<file path="src/rtl/mem_pkg.sv">
// Shared definitions for the data-memory port: access size codes, requester ids,
// response record layout and the alignment rule applied to data accesses.
package mem_pkg;

  localparam logic [1:0] SZ_B = 2'b00;
  localparam logic [1:0] SZ_H = 2'b01;
  localparam logic [1:0] SZ_W = 2'b10;

  typedef enum logic [1:0] {
    RID_NONE = 2'd0,
    RID_IF   = 2'd1,
    RID_D    = 2'd2
  } rid_t;

  // Everything the response cycle needs to know about the access granted one cycle earlier
  typedef struct packed {
    rid_t       id;
    logic       we;
    logic [1:0] size;
    logic       uns;
    logic       err;
  } resp_t;

  localparam resp_t RESP_IDLE = '{id: RID_NONE, we: 1'b0, size: SZ_B, uns: 1'b0, err: 1'b0};

  function automatic logic is_misaligned(input logic [1:0] size, input logic [1:0] addr_lo);
    logic mis;
    case (size)
      SZ_B:    mis = 1'b0;
      SZ_H:    mis = addr_lo[0];
      SZ_W:    mis = (addr_lo != 2'b00);
      default: mis = 1'b1;
    endcase
    return mis;
  endfunction

endpackage

</file>
<file path="src/rtl/mem_port_arbiter_if.sv">
// Bundle of the fetch, load/store and memory-side signals around the port arbiter.
// The arbiter takes the slave view; requesters plus the memory model take the master view.
interface mem_port_arbiter_if #(
  parameter int ADDR_W = 10,
  parameter int DATA_W = 32
);

  logic              if_req;
  logic [ADDR_W-1:0] if_addr;
  logic              if_gnt;
  logic              if_rvalid;
  logic [DATA_W-1:0] if_rdata;

  logic              d_req;
  logic              d_we;
  logic [1:0]        d_size;
  logic              d_unsigned;
  logic [ADDR_W-1:0] d_addr;
  logic [DATA_W-1:0] d_wdata;
  logic              d_gnt;
  logic              d_rvalid;
  logic [DATA_W-1:0] d_rdata;
  logic              d_err;

  logic              mem_wena;
  logic              mem_ba;
  logic              mem_ha;
  logic              mem_ua;
  logic [ADDR_W-1:0] mem_addr;
  logic [DATA_W-1:0] mem_din;
  logic [DATA_W-1:0] mem_dout;

  modport master (
    output if_req, if_addr,
    input  if_gnt, if_rvalid, if_rdata,
    output d_req, d_we, d_size, d_unsigned, d_addr, d_wdata,
    input  d_gnt, d_rvalid, d_rdata, d_err,
    input  mem_wena, mem_ba, mem_ha, mem_ua, mem_addr, mem_din,
    output mem_dout
  );

  modport slave (
    input  if_req, if_addr,
    output if_gnt, if_rvalid, if_rdata,
    input  d_req, d_we, d_size, d_unsigned, d_addr, d_wdata,
    output d_gnt, d_rvalid, d_rdata, d_err,
    output mem_wena, mem_ba, mem_ha, mem_ua, mem_addr, mem_din,
    input  mem_dout
  );

endinterface

</file>
<file path="src/rtl/mem_port_arbiter_load_extend.sv">
// Combinational load formatter: picks the byte/half/word out of a right-justified
// raw memory word and sign- or zero-extends it to the full data width.
module load_extend
  import mem_pkg::*;
#(
  parameter int DATA_W = 32
) (
  input  logic [1:0]        size,
  input  logic              uns,
  input  logic [DATA_W-1:0] raw,
  output logic [DATA_W-1:0] ext
);

  logic fill_b;
  logic fill_h;

  assign fill_b = ~uns & raw[7];
  assign fill_h = ~uns & raw[15];

  genvar gi;
  generate
    for (gi = 0; gi < DATA_W; gi++) begin : g_bit
      if (gi < 8) begin : g_low
        assign ext[gi] = raw[gi];
      end else if (gi < 16) begin : g_mid
        assign ext[gi] = (size == SZ_B) ? fill_b : raw[gi];
      end else begin : g_high
        assign ext[gi] = (size == SZ_B) ? fill_b :
                         (size == SZ_H) ? fill_h : raw[gi];
      end
    end
  endgenerate

endmodule

</file>
<file path="src/rtl/mem_port_arbiter.sv">
// Single-port data memory arbiter between instruction fetch and load/store.
// Data normally wins; fetch is forced through after STARVE_MAX consecutive losses.
module mem_port_arbiter
  import mem_pkg::*;
#(
  parameter int ADDR_W     = 10,
  parameter int DATA_W     = 32,
  parameter int STARVE_MAX = 4
) (
  input logic               clk,
  input logic               rst,
  mem_port_arbiter_if.slave bus
);

  localparam int CNT_W = $clog2(STARVE_MAX + 1);
  localparam logic [CNT_W-1:0] CNT_MAX = CNT_W'(STARVE_MAX);
  localparam logic [ADDR_W-1:0] WORD_MASK = ~ADDR_W'(3);

  logic [CNT_W-1:0]  starve_cnt_reg;
  resp_t             resp_reg;
  resp_t             resp_next;
  logic              sel_if;
  logic              sel_d;
  logic              d_misaligned;
  logic [DATA_W-1:0] ext_data;

  assign d_misaligned = is_misaligned(bus.d_size, bus.d_addr[1:0]);

  // Grants are combinational on the request and held off entirely while in reset
  always_comb begin
    sel_if = 1'b0;
    sel_d  = 1'b0;
    if (!rst) begin
      if (bus.d_req && !(bus.if_req && (starve_cnt_reg == CNT_MAX))) begin
        sel_d = 1'b1;
      end else if (bus.if_req) begin
        sel_if = 1'b1;
      end
    end
  end

  assign bus.if_gnt = sel_if;
  assign bus.d_gnt  = sel_d;

  always_comb begin
    bus.mem_wena = 1'b0;
    bus.mem_ba   = 1'b0;
    bus.mem_ha   = 1'b0;
    bus.mem_ua   = 1'b0;
    bus.mem_addr = '0;
    bus.mem_din  = '0;
    if (sel_if) begin
      bus.mem_addr = bus.if_addr & WORD_MASK;
    end else if (sel_d) begin
      // A misaligned access still occupies the slot but must never write
      bus.mem_wena = bus.d_we & ~d_misaligned;
      bus.mem_ba   = (bus.d_size == SZ_B);
      bus.mem_ha   = (bus.d_size == SZ_H);
      bus.mem_ua   = bus.d_unsigned;
      bus.mem_addr = bus.d_addr;
      bus.mem_din  = bus.d_wdata;
    end
  end

  always_comb begin
    resp_next = RESP_IDLE;
    if (sel_if) begin
      resp_next.id = RID_IF;
    end else if (sel_d) begin
      resp_next.id   = RID_D;
      resp_next.we   = bus.d_we;
      resp_next.size = bus.d_size;
      resp_next.uns  = bus.d_unsigned;
      resp_next.err  = d_misaligned;
    end
  end

  always_ff @(posedge clk or posedge rst) begin
    if (rst) begin
      resp_reg       <= RESP_IDLE;
      starve_cnt_reg <= '0;
    end else begin
      resp_reg <= resp_next;
      if (!bus.if_req || sel_if) begin
        starve_cnt_reg <= '0;
      end else if (sel_d && (starve_cnt_reg != CNT_MAX)) begin
        starve_cnt_reg <= starve_cnt_reg + 1'b1;
      end
    end
  end

  load_extend #(
    .DATA_W(DATA_W)
  ) u_load_extend (
    .size(resp_reg.size),
    .uns (resp_reg.uns),
    .raw (bus.mem_dout),
    .ext (ext_data)
  );

  // Response side is driven purely from the registered record, so reset zeroes it
  assign bus.if_rvalid = (resp_reg.id == RID_IF);
  assign bus.d_rvalid  = (resp_reg.id == RID_D);
  assign bus.d_err     = bus.d_rvalid & resp_reg.err;
  assign bus.if_rdata  = bus.if_rvalid ? bus.mem_dout : '0;
  assign bus.d_rdata   = (bus.d_rvalid && !resp_reg.err && !resp_reg.we) ? ext_data : '0;

endmodule

</file>
<file path="src/flat_wrapper.sv">
// flat-port wrapper written by rule: the top's interface ports become plain ports
module mem_port_arbiter_flat import mem_pkg::*;
#(
  parameter int ADDR_W     = 10,
  parameter int DATA_W     = 32,
  parameter int STARVE_MAX = 4
)
  (clk, rst, bus_if_req, bus_if_addr, bus_if_gnt, bus_if_rvalid, bus_if_rdata, bus_d_req, bus_d_we, bus_d_size, bus_d_unsigned, bus_d_addr, bus_d_wdata, bus_d_gnt, bus_d_rvalid, bus_d_rdata, bus_d_err, bus_mem_wena, bus_mem_ba, bus_mem_ha, bus_mem_ua, bus_mem_addr, bus_mem_din, bus_mem_dout);
  mem_port_arbiter_if #(.ADDR_W(ADDR_W), .DATA_W(DATA_W)) bus_i ();
  input logic clk;
  input logic rst;
  input wire logic [$bits(bus_i.if_req)-1:0] bus_if_req;
  input wire logic [$bits(bus_i.if_addr)-1:0] bus_if_addr;
  output wire logic [$bits(bus_i.if_gnt)-1:0] bus_if_gnt;
  output wire logic [$bits(bus_i.if_rvalid)-1:0] bus_if_rvalid;
  output wire logic [$bits(bus_i.if_rdata)-1:0] bus_if_rdata;
  input wire logic [$bits(bus_i.d_req)-1:0] bus_d_req;
  input wire logic [$bits(bus_i.d_we)-1:0] bus_d_we;
  input wire logic [$bits(bus_i.d_size)-1:0] bus_d_size;
  input wire logic [$bits(bus_i.d_unsigned)-1:0] bus_d_unsigned;
  input wire logic [$bits(bus_i.d_addr)-1:0] bus_d_addr;
  input wire logic [$bits(bus_i.d_wdata)-1:0] bus_d_wdata;
  output wire logic [$bits(bus_i.d_gnt)-1:0] bus_d_gnt;
  output wire logic [$bits(bus_i.d_rvalid)-1:0] bus_d_rvalid;
  output wire logic [$bits(bus_i.d_rdata)-1:0] bus_d_rdata;
  output wire logic [$bits(bus_i.d_err)-1:0] bus_d_err;
  output wire logic [$bits(bus_i.mem_wena)-1:0] bus_mem_wena;
  output wire logic [$bits(bus_i.mem_ba)-1:0] bus_mem_ba;
  output wire logic [$bits(bus_i.mem_ha)-1:0] bus_mem_ha;
  output wire logic [$bits(bus_i.mem_ua)-1:0] bus_mem_ua;
  output wire logic [$bits(bus_i.mem_addr)-1:0] bus_mem_addr;
  output wire logic [$bits(bus_i.mem_din)-1:0] bus_mem_din;
  input wire logic [$bits(bus_i.mem_dout)-1:0] bus_mem_dout;
  assign bus_i.if_req = bus_if_req;
  assign bus_i.if_addr = bus_if_addr;
  assign bus_if_gnt = bus_i.if_gnt;
  assign bus_if_rvalid = bus_i.if_rvalid;
  assign bus_if_rdata = bus_i.if_rdata;
  assign bus_i.d_req = bus_d_req;
  assign bus_i.d_we = bus_d_we;
  assign bus_i.d_size = bus_d_size;
  assign bus_i.d_unsigned = bus_d_unsigned;
  assign bus_i.d_addr = bus_d_addr;
  assign bus_i.d_wdata = bus_d_wdata;
  assign bus_d_gnt = bus_i.d_gnt;
  assign bus_d_rvalid = bus_i.d_rvalid;
  assign bus_d_rdata = bus_i.d_rdata;
  assign bus_d_err = bus_i.d_err;
  assign bus_mem_wena = bus_i.mem_wena;
  assign bus_mem_ba = bus_i.mem_ba;
  assign bus_mem_ha = bus_i.mem_ha;
  assign bus_mem_ua = bus_i.mem_ua;
  assign bus_mem_addr = bus_i.mem_addr;
  assign bus_mem_din = bus_i.mem_din;
  assign bus_i.mem_dout = bus_mem_dout;
  mem_port_arbiter #(.ADDR_W(ADDR_W), .DATA_W(DATA_W), .STARVE_MAX(STARVE_MAX)) u_core (.clk(clk), .rst(rst), .bus(bus_i));
endmodule
</file>
<file path="config.mk">
export PLATFORM = sky130hd
export DESIGN_NAME = mem_port_arbiter_flat
export DESIGN_NICKNAME = d
export VERILOG_FILES = /design/src/rtl/mem_pkg.sv /design/src/rtl/mem_port_arbiter_if.sv /design/src/rtl/mem_port_arbiter_load_extend.sv /design/src/rtl/mem_port_arbiter.sv /design/src/flat_wrapper.sv
export SDC_FILE = /design/constraint.sdc
export NUM_CORES = 1
export LEC_CHECK = 0
export ABC_AREA = 1
export BUFFER_PORTS_ARGS = -buffer_cell sky130_fd_sc_hd__buf_2
export CAP_MARGIN = 40
export CORE_MARGIN = 8
export CORE_UTILIZATION = 32
export DETAILED_ROUTE_END_ITERATION = 7
export GPL_TIMING_DRIVEN = 0
export PLACE_DENSITY = 0.82
export SYNTH_ARGS = -nofsm -noshare
export SYNTH_HDL_FRONTEND = slang
export SYNTH_SLANG_ARGS = --single-unit
</file>
<file path="constraint.sdc">
create_clock -name clk -period 2.39 [get_ports clk]
set_clock_uncertainty 0.15 [all_clocks]
set_input_delay 0.5975 -clock clk [delete_from_list [all_inputs] [get_ports clk]]
set_output_delay 0.5975 -clock clk [all_outputs]
set_load 0.05 [all_outputs]
</file>
---- Word level (Yosys, flattened, before mapping) ----
Index checks and enable logic that the tools add are counted.
W data, S select, Z words.
operators by class
  add/subtract/negate cells ............... 1
  equal/unequal tests ..................... 7
  mux-type cells .......................... 65
  bitwise operators ....................... 6
  reduce and logical (&&, ||, !) cells .... 14
operators with widths
  operator               number
  $mux W32               4
  $mux W1                53
  $mux W10               2
  $mux W7                1
  $eq A2 B1 Y1 const B   3
  $mux W3                2
  $logic_and A1 B1 Y1    5
  $mux W5                1
  $and A1 B1 Y1          4
  $eq A2 B2 Y1 const B   2
  $logic_not A1 Y1       4
  $logic_not A2 Y1       2
  $reduce_bool A2 Y1     2
  $add A3 B1 Y3 const B  1
  $eq A3 B3 Y1 const B   1
  $ne A3 B3 Y1 const B   1
  $pmux W1 S3            1
  $mux W2                1
  $not A1 Y1             2
  $logic_or A1 B1 Y1     1
word-level totals
  flip-flop bits (word level) ............. 10
  input port bits ......................... 92
  logic and storage cells ................. 99

---- Longest topological paths before layout ----
Gate-level depths: netlist of the first run.
  depth in word-level cells ............... 9
  gate-level depth with buffers ........... 8
  depth with buffers taken out ............ 8

---- Modules after synthesis ----
Synthesis of the first run repeated with hierarchy kept, for this count alone.
second synthesis, totals
  cells, all modules ...................... 360
  area, all modules ....................... 1810.5 µm²
modules (own cells, without submodules)
  module            instances  cells an instance  area each (µm²)  sequential area each (µm²)
  mem_port_arbiter  1          290                1440.1           250.2
  load_extend       1          70                 370.4            0.0

---- Worst setup path after synthesis of the first run ----
OpenSTA, ideal clock, no wires.
  kind .................................... register -> output
  start ................................... register u_core.resp_reg[5] in the netlist's numbering
  end ..................................... output port bus_d_rdata[10]
  arrival ................................. 2.345 ns
  data required time ...................... 1.642 ns
  setup slack ............................. -0.703 ns
  stages on the path, launching flop included .. 5
  path buffers ............................ 1
  path through ............................ dfrtp_1 -> nor2_2 -> nand2_1 -> buf_2 -> nor3_1
between the ends
  cells in the longest elaborated chain, start to end .. 4
ends and longest elaborated chain
  item                              RTL line                 source
  from (decl)                       mem_port_arbiter.sv:20   resp_t resp_reg;
  from (signal assigned)            mem_port_arbiter.sv:83   resp_reg <= resp_next;
  $eq A2 B2 Y1                      mem_port_arbiter.sv:103  assign bus.d_rvalid = (resp_reg.id == RID_D);
  net bus_d_rvalid                  flat_wrapper.sv:24       output wire logic [$bits(bus_i.d_rvalid)-1:0] bus_d_rvalid;
  $logic_and A1 B1 Y1 (2 in a row)  mem_port_arbiter.sv:106  assign bus.d_rdata = (bus.d_rvalid && !resp_reg.err && !resp_reg.we) ? ext_data : '0;
  $mux W32                          mem_port_arbiter.sv:106
  to (decl)                         flat_wrapper.sv:25       output wire logic [$bits(bus_i.d_rdata)-1:0] bus_d_rdata;
The timed path passes the listed nets, and every way through them passes these cells.

---- Worst setup path after layout of the first run ----
  start ................................... register u_core.starve_cnt_reg[0]
  end ..................................... output port bus_mem_wena
between the ends
  cells in the longest elaborated chain, start to end .. 8
ends and longest elaborated chain
  item                    RTL line                source
  from (decl)             mem_port_arbiter.sv:19  logic [CNT_W-1:0] starve_cnt_reg;
  from (signal assigned)  mem_port_arbiter.sv:87  starve_cnt_reg <= starve_cnt_reg + 1'b1;
  $eq A3 B3 Y1 *          mem_port_arbiter.sv:34  if (bus.d_req && !(bus.if_req && (starve_cnt_reg == CNT_MAX))) begin
  $logic_and A1 B1 Y1 *   mem_port_arbiter.sv:34
  $logic_not A1 Y1 *      mem_port_arbiter.sv:34
  $logic_and A1 B1 Y1 *   mem_port_arbiter.sv:34
  $mux W1                 mem_port_arbiter.sv:34
  $mux W1                 mem_port_arbiter.sv:33  if (!rst) begin
  $mux W1                 mem_port_arbiter.sv:54  end else if (sel_d) begin
  $mux W1 *               mem_port_arbiter.sv:52  if (sel_if) begin
  to (decl)               flat_wrapper.sv:27      output wire logic [$bits(bus_i.mem_wena)-1:0] bus_mem_wena;
Mark *: on every way between the ends. The rest lies on a longest branch, timed or not.

==> flow_summary.rst, run 1 <==
.. list-table::
   :header-rows: 1

   * - Metric
     - Value
   * - Worst-Skew Late Latency
     - 0.24 ns
   * - Number of flops mapped to enable cells by yosys
     - 0
   * - Endpoint type of the worst setup path
     - output port
   * - Initial antenna violation count
     - 0
   * - Vias per cell
     - 5.18
   * - Most frequent cell after synthesis
     - nor2_1
   * - Clock tree root buffer cell
     - clkbuf_8
   * - Final Worst Setup Slack
     - -0.258 ns
   * - Dominant cell type by area after synthesis
     - nor2_1
   * - Count of input and output buffers
     - 204
   * - Crit Path Max Fanout
     - 5
   * - Run status
     - complete, but fails checks
   * - Final Util
     - 0.860
   * - Maximum single-stage delay on the critical path
     - ~0.43 ns
   * - Reg-to-Reg Start
     - u_core.starve_cnt_reg[0]$_DFFE_PP0P_
   * - Top cells by area, synth
     - nor2_1 24%, inv_1 19%, nand2_1 18%, dfrtp_1 16%, nor3_1 5.1%
   * - Met2 WL
     - 6.40 mm
   * - Setup slack, reg-to-reg
     - 0.60 ns
   * - Global-route wire length before repair
     - 16.4 mm
   * - Critical Path Stages
     - 10
   * - Detailed-route wire length per cell
     - 21.0 µm
   * - Drt pass-1 iters
     - 5
   * - Worst path required time
     - 1.64 ns
   * - Internal
     - just over 0.6 mW
   * - Proportion of power drawn by the clock network
     - 0.169
   * - FP Rows
     - 25
   * - Type of the worst setup path
     - reg2out
   * - Worst slew margin relative to its limit
     - 0.691
   * - Routability congestion estimate from global placement
     - 0.889
   * - Net switching fraction of the power
     - 0.527
   * - H-tree depth
     - 1
   * - Final critical path time including I/O delays and setup
     - 2.65 ns
   * - Violated checks
     - negative setup slack
   * - Leakage power figure
     - 2.36 nW
   * - Fraction of post-synthesis cell area in the top cell type by area
     - 0.243
   * - Count of final setup violators
     - 54
   * - Maximum frequency from static timing analysis
     - roughly 380 MHz
   * - Share of synthesized flip-flops with an asynchronous set or reset
     - 1.00
   * - All-Layer GR Usage
     - 0.279
   * - Count of distinct cell types in the synthesized netlist
     - 20
   * - Half-perimeter wire length of the detailed placement result
     - 6.97 mm
   * - Setup tns final
     - -8.34 ns
   * - Clock transition time at the flip-flop clock pins of the worst setup and hold paths
     - around 0.050 ns
   * - Mean post-synth cell area
     - between 4 and 5 µm²
   * - Overflow left after global routing
     - 0
   * - Sequential cell area fraction in the yosys report
     - 0.161
   * - Horizontal extent of the die
     - 85.8 µm
   * - Total Wirelength
     - 13.0 mm
   * - Critical path's slowest cell
     - dfrtp_1
   * - Fin nets
     - 646
   * - IR Drop Worst-Case VDD
     - 0.249 mV
   * - Fraction of power consumed by combinational cells
     - 0.687
   * - Total non-filler cell area in the finished layout
     - 4060 µm²
   * - CTS tree
     - built
   * - Seq pwr share
     - 0.144
   * - Number of nets with antenna violations after detailed routing
     - 0
   * - Number of clock sinks
     - 10
   * - DRT iter0 DRCs
     - 220
   * - Area of the core region
     - 4720 µm²
   * - Series of cell instances along the critical path
     - inv_2 > ha_4 > nand3_4 > nand2_4 > nor2_4 > buf_6 > buf_6 > nand2_4 > nor2_4 > buf_8
   * - Initial Utilization
     - 0.330
   * - Ys Warns
     - 0
   * - Antenna fix cells
     - 0
   * - Worst setup startpoint
     - u_core.starve_cnt_reg[0]$_DFFE_PP0P_
   * - Top cell types by occurrence after synthesis
     - 101 x nor2_1, 80 x inv_1, 75 x nand2_1
   * - Number of standard cells after synthesis
     - between 300 and 400
   * - Number of buffers on the longest clock path
     - 2
   * - Synthesis-to-finish area growth
     - 161%
   * - Total I/O pin count
     - 207
   * - Flip-flop count of the largest register after layout
     - 7
   * - Wire length on met3
     - 1.88 mm
   * - Via count
     - 3202
   * - Share of layout cells above drive strength 1
     - 0.675
   * - CP delay by family, top
     - buffers and inverters
   * - Final critical-path share of the clock period
     - 1.11
   * - Final hold viol count
     - 0
   * - CP endpoint
     - bus_mem_wena
   * - CP arrival
     - ~1.9 ns
   * - Number of max-slew violations in the final report
     - 0
   * - Met1 layer wirelength in the final routing
     - 3.92 mm
   * - Number of synthesized register bits
     - 10
   * - Clock buffers created by TritonCTS
     - 3
   * - Tightest Pin Transition
     - 0.459 ns
   * - Number of global-route vias before repair
     - 3207
   * - Endpoint of the worst-slack reg-to-reg timing path
     - u_core.resp_reg[2]$_DFF_PP0_
   * - Number of cell instances on the worst register-to-register path
     - 9
   * - Residual DRC
     - 0
   * - Dpl cell area
     - 3040 µm²
   * - Ratio of total power to cell area
     - 316 nW/µm²
   * - Type of the most critical hold path
     - in2async
   * - Mapped Nets
     - 420
   * - Fill cells
     - 263
   * - Switching pwr
     - 0.676 mW
   * - Max cap viols
     - 0
   * - Post-synth design cell area
     - 1560 µm²
   * - Die area
     - 7360 µm²
   * - Startpoint class of the critical path
     - flop
   * - Largest net degree at the start of global routing
     - 12
   * - Primary FF master, synth
     - dfrtp_1
   * - Chip Height
     - 85.8 µm
   * - Setup repair after global routing missed its margin
     - true
   * - Uppermost layer routed
     - met4
   * - WP buf/inv
     - 4
cells in the final DEF, fill, tap and decap left out, types with 10 or more instances in the layout:
| master | netlist | layout |
|---|---|---|
| buf_2 | 7 | 133 |
| inv_1 | 80 | 78 |
| nand2_1 | 75 | 58 |
| nor2_2 | 2 | 56 |
| buf_6 | 0 | 41 |
| nor2_4 | 1 | 33 |
| buf_8 | 0 | 23 |
| buf_4 | 3 | 19 |
| clkbuf_4 | 0 | 16 |
| nor2_1 | 101 | 15 |
| nor3_4 | 0 | 14 |
| nand2_2 | 0 | 12 |
| dfrtp_1 | 10 | 10 |
power groups by stage:
stage               Sequential, mW  Combinational (mW)  Clock [mW]
CTS                          0.182               0.787       0.217
global route                 0.185               0.916       0.225
detailed placement           0.184               0.668           0
finish                       0.185               0.882       0.217
floorplan                    0.184               0.481           0
global placement             0.184               0.658           0
routing by layer:
layer,vias up,track usage
met5,-,0
met4,0,0.145
met3,70,0.0879
met2,315,0.537
met1,1437,0.254
li1,1380,-
per-stage QoR:
| stage | hold WS (ns) | instances | power (mW) | worst slack, ns |
|---|---|---|---|---|
| 2_1_floorplan | 0.296 | 326 | 0.664 | -0.133 |
| 3_3_place_gp | 0.390 | 597 | 0.842 | -0.118 |
| 3_5_place_dp | 0.400 | 598 | 0.853 | -0.133 |
| 4_1_cts | 0.241 | 611 | 1.19 | -0.100 |
| 5_1_grt | 0.282 | 618 | 1.33 | -0.248 |
| 6_report | 0.247 | 618 | 1.28 | -0.258 |
how the worst min path moves through the flow:
stage / end / slack [ns] / cells after the start
after floorplan: u_core.resp_reg[0]$_DFF_PP0_ / 0.30 / 1
after global placement: u_core.starve_cnt_reg[0]$_DFFE_PP0P_ / 0.39 / 2
after detailed placement: u_core.starve_cnt_reg[0]$_DFFE_PP0P_ / 0.40 / 2
after CTS: u_core.starve_cnt_reg[2]$_DFFE_PP0P_ / 0.24 / 2
after global routing: u_core.resp_reg[0]$_DFF_PP0_ / 0.28 / 2
final: u_core.starve_cnt_reg[2]$_DFFE_PP0P_ / 0.25 / 2
kinds of logic (layout without fill, tap and decap cells):
| group | after synthesis | in the layout | share of synthesized area |
|---|---|---|---|
| xor gates and xnor gates | 1 | 1 | 0.00562 |
| and+or+nand+nor | 205 | 205 | 0.530 |
| DFF | 10 | 10 | 0.161 |
| buffers and inverters | 99 | 324 | 0.251 |
| AOI/OAI and AO/OA | 9 | 9 | 0.0361 |
| adders and majority gates | 2 | 2 | 0.0161 |
cell type report:
class / instances / area [µm²] / share of cell area
buffer: 14 / 149 / 0.0367
clock buffer: 4 / 55.1 / 0.0136
inverter: 85 / 332 / 0.0817
sequential: 10 / 250 / 0.0616
timing repair inverter: 1 / 11.3 / 0.00277
tap: 67 / 83.8 / 0.0206
timing repair buffer: 220 / 1610 / 0.397
multi-input combinational: 217 / 1570 / 0.386
what timing repair did:
action                                  CTS  global route
buffers inserted                          7             6
gates resized for setup                 190            83
gates cloned                              2             1
pin swaps                                 4             5
endpoints found under the setup margin  107            91
hold buffers                              0             0
No activity file was read; power rests on OpenSTA's default activity.
==> inputs of run 2 (changes only) <==
--- a/config.mk
+++ b/config.mk
@@ -10,7 +10,9 @@
 export CAP_MARGIN = 40
+export CELL_PAD_IN_SITES_DETAIL_PLACEMENT = 0
+export CELL_PAD_IN_SITES_GLOBAL_PLACEMENT = 1
 export CORE_MARGIN = 8
-export CORE_UTILIZATION = 32
+export CORE_UTILIZATION = 17
 export DETAILED_ROUTE_END_ITERATION = 7
 export GPL_TIMING_DRIVEN = 0
-export PLACE_DENSITY = 0.82
+export PLACE_DENSITY_LB_ADDON = 0.1
 export SYNTH_ARGS = -nofsm -noshare
==> constraint.sdc (replaced) <==
create_clock -name clk -period 2.39 [get_ports clk]
set_clock_uncertainty 0.15 [all_clocks]
set_input_delay 0.3585 -clock clk [delete_from_list [all_inputs] [get_ports clk]]
set_output_delay 0.3585 -clock clk [all_outputs]
set_load 0.05 [all_outputs]
==> flow_summary.rst, run 2 (synthesis gave the netlist of run 1 again) <==
.. list-table::
   :header-rows: 1

   * - Metric
     - Value
   * - Tightest Pin Transition
     - 0.488 ns (+0.0293 ns)
   * - Fraction of power consumed by combinational cells
     - 0.648 (-0.039)
   * - Detailed-route wire length per cell
     - 12.5 µm (-40%)
   * - Die area
     - 12500 µm² (+70%)
   * - Clock transition time at the flip-flop clock pins of the worst setup and hold paths
     - 0.05 ns (about the same)
   * - Leading cell type in the layout, fill and taps excluded
     - buf_2
   * - Seq pwr share
     - 0.163 (+0.019)
   * - Total Wirelength
     - 8.13 mm (-37%)
   * - Final critical-path share of the clock period
     - 0.949 (-0.159)
   * - Chip Height
     - 112 µm (+30%)
   * - Horizontal extent of the die
     - 112 µm (+30%)
   * - Worst slew margin relative to its limit
     - 0.675 (-0.0163)
   * - Final hold viol count
     - 0 (unchanged)
   * - Number of max-slew violations in the final report
     - 0 (unchanged)
   * - Initial Utilization
     - 0.172 (-0.158)
   * - Antenna fix cells
     - 0 (unchanged)
   * - Count of final setup violators
     - 0 (-100%)
   * - Number of clock sinks
     - 10 (unchanged)
   * - Global-route met1 utilization
     - 0.132 (-0.123)
   * - Proportion of power drawn by the clock network
     - 0.189 (+0.020)
   * - Number of nets with antenna violations after detailed routing
     - 0 (unchanged)
   * - Half-perimeter wire length of the detailed placement result
     - 6.81 mm (-2.2%)
   * - IR Drop Worst-Case VDD
     - 0.244 mV (-2.0%)
   * - Vias per cell
     - 4.06 (-22%)
   * - Number of buffers on the longest clock path
     - 2 (unchanged)
   * - DRT iter0 DRCs
     - 89 (-60%)
   * - Clock buffers created by TritonCTS
     - 3 (unchanged)
   * - Clock tree root buffer cell
     - clkbuf_8
   * - Ratio of total power to cell area
     - 321 nW/µm² (+1.5%)
   * - Worst-Skew Late Latency
     - 0.23 ns (about the same)
   * - Area of the core region
     - 9060 µm² (+92%)
   * - H-tree depth
     - 1 (unchanged)
   * - All-Layer GR Usage
     - 0.120 (-0.159)
   * - Net switching fraction of the power
     - 0.514 (-0.0130)
   * - CP arrival
     - 1.76 ns (-0.14 ns)
   * - Count of input and output buffers
     - 204 (unchanged)
   * - Busiest layer in global routing
     - met2
   * - Residual DRC
     - 0 (unchanged)
   * - Synthesis-to-finish area growth
     - 122%
   * - Global-route wire length before repair
     - 12.6 mm (-23%)
   * - Routability congestion estimate from global placement
     - 0.739 (-17%)
   * - Type of the worst setup path
     - reg2out
   * - Switching pwr
     - 0.570 mW (-16%)
   * - Final Worst Setup Slack
     - 0.122 ns (+0.380 ns)
   * - Fin nets
     - 632 (-2.2%)
   * - Share of layout cells above drive strength 1
     - 0.616 (-0.0587)
   * - Flip-flop count of the largest register after layout
     - 7 (unchanged)
   * - FP Rows
     - 35 (+40%)
   * - Max cap viols
     - 0 (unchanged)
   * - Via count
     - 2628 (-18%)
   * - Final Hold Slack
     - 0.0114 ns (-0.236 ns)
   * - Crit Path Max Fanout
     - 10 (+5)
   * - Internal
     - 0.540 mW (-11%)
   * - Run status
     - finished clean
   * - Maximum frequency from static timing analysis
     - 441 MHz (+17%)
   * - CTS tree
     - built
   * - Total I/O pin count
     - 207 (unchanged)
   * - Met2 Resource Use GR
     - 0.219 (-0.318)
   * - Final critical path time including I/O delays and setup
     - 2.27 ns (-0.380 ns)
   * - Endpoint type of the worst setup path
     - output port
   * - Overflow left after global routing
     - 0 (unchanged)
   * - Type of the most critical hold path
     - in2async
   * - Leakage power figure
     - 2.20 nW (-6.6%)
   * - Worst path required time
     - 1.88 ns (+0.24 ns)
   * - Initial antenna violation count
     - 0 (unchanged)
   * - Highest-count cells in the layout ignoring fill and taps
     - 162 x buf_2, 80 x inv_1, 77 x nor2_2, 73 x nand2_1, 39 x buf_6
   * - Placement-stage worst setup slack
     - 0.114 ns (+0.247 ns)
   * - Number of global-route vias before repair
     - 2557 (-20%)
   * - Largest net degree at the start of global routing
     - 12 (unchanged)
   * - Drt pass-1 iters
     - 4 (-1)
   * - Startpoint class of the critical path
     - flop
   * - GR Util met3
     - 0.0471 (-0.0408)
run 2: layout make-up:
cell class,count,area (µm²)
fillers,1026,5610
multi-input cells,217,1290
repair buffers,207,1280
inverters,85,323
flip-flops and latches,10,250
well taps,111,139
plain buffers,14,114
clock buffers,4,55.1
run 2: routing by layer:
metal  vias up  share of wire
met3         6           0.10
met2       114           0.51
met1      1157           0.38
met4         0         0.0079
li1       1351              -
met5         -              0
run 2: what timing repair did:
action,4_1_cts,5_1_grt
gates cloned,0,1
endpoints found under the setup margin,35,80
hold buffers,0,0
pin swaps,0,3
setup buffers,1,1
resized for setup,11,162
run 2: per-stage QoR:
step | area [µm²] | instances | power [mW] | TNS [ns] | utilization
2_1_floorplan | 1820 | 326 | 0.650 | -7.47 | -
3_3_place_gp | 2980 | 641 | 0.837 | 0 | 0.329
3_5_place_dp | 2980 | 641 | 0.838 | 0 | 0.329
4_1_cts | 3080 | 646 | 1.06 | 0 | 0.339
5_1_grt | 3450 | 648 | 1.19 | -0.00503 | 0.381
6_report | 3450 | 648 | 1.11 | 0 | 0.381
run 2: final timing paths:
path                                                       from                                    to  slack (ns)  depth (start not counted)
min in group clk                                       bus_d_we          u_core.resp_reg[4]$_DFF_PP0_        0.22                          3
max in group asynchronous                                   rst          u_core.resp_reg[1]$_DFF_PP0_        1.78                          2
hold reg to reg            u_core.starve_cnt_reg[1]$_DFFE_PP0P_  u_core.starve_cnt_reg[1]$_DFFE_PP0P_        0.40                          2
hold / removal                                              rst  u_core.starve_cnt_reg[0]$_DFFE_PP0P_        0.01                          2
setup reg to reg           u_core.starve_cnt_reg[0]$_DFFE_PP0P_          u_core.resp_reg[0]$_DFF_PP0_        0.84                          8
setup / recovery           u_core.starve_cnt_reg[0]$_DFFE_PP0P_                       bus_mem_addr[2]        0.12                          9
run 2: power groups by stage:
stage	logic [mW]	clock network, mW	registers (mW)
after floorplan	0.467	0	0.183
final	0.719	0.209	0.181
after global placement	0.653	0	0.184
after CTS	0.663	0.218	0.181
after detailed placement	0.654	0	0.184
after global routing	0.773	0.232	0.182
run 2: critical path: stages (launching register included):
cell and delay, ns:
dfrtp_1 0.38, inv_1 0.10, ha_2 0.19, nand3_2 0.09, nand2_2 0.14, nand2_1 0.13, clkinv_2 0.15, nand2_1 0.07
nand2_1 0.05, clkbuf_4 0.22
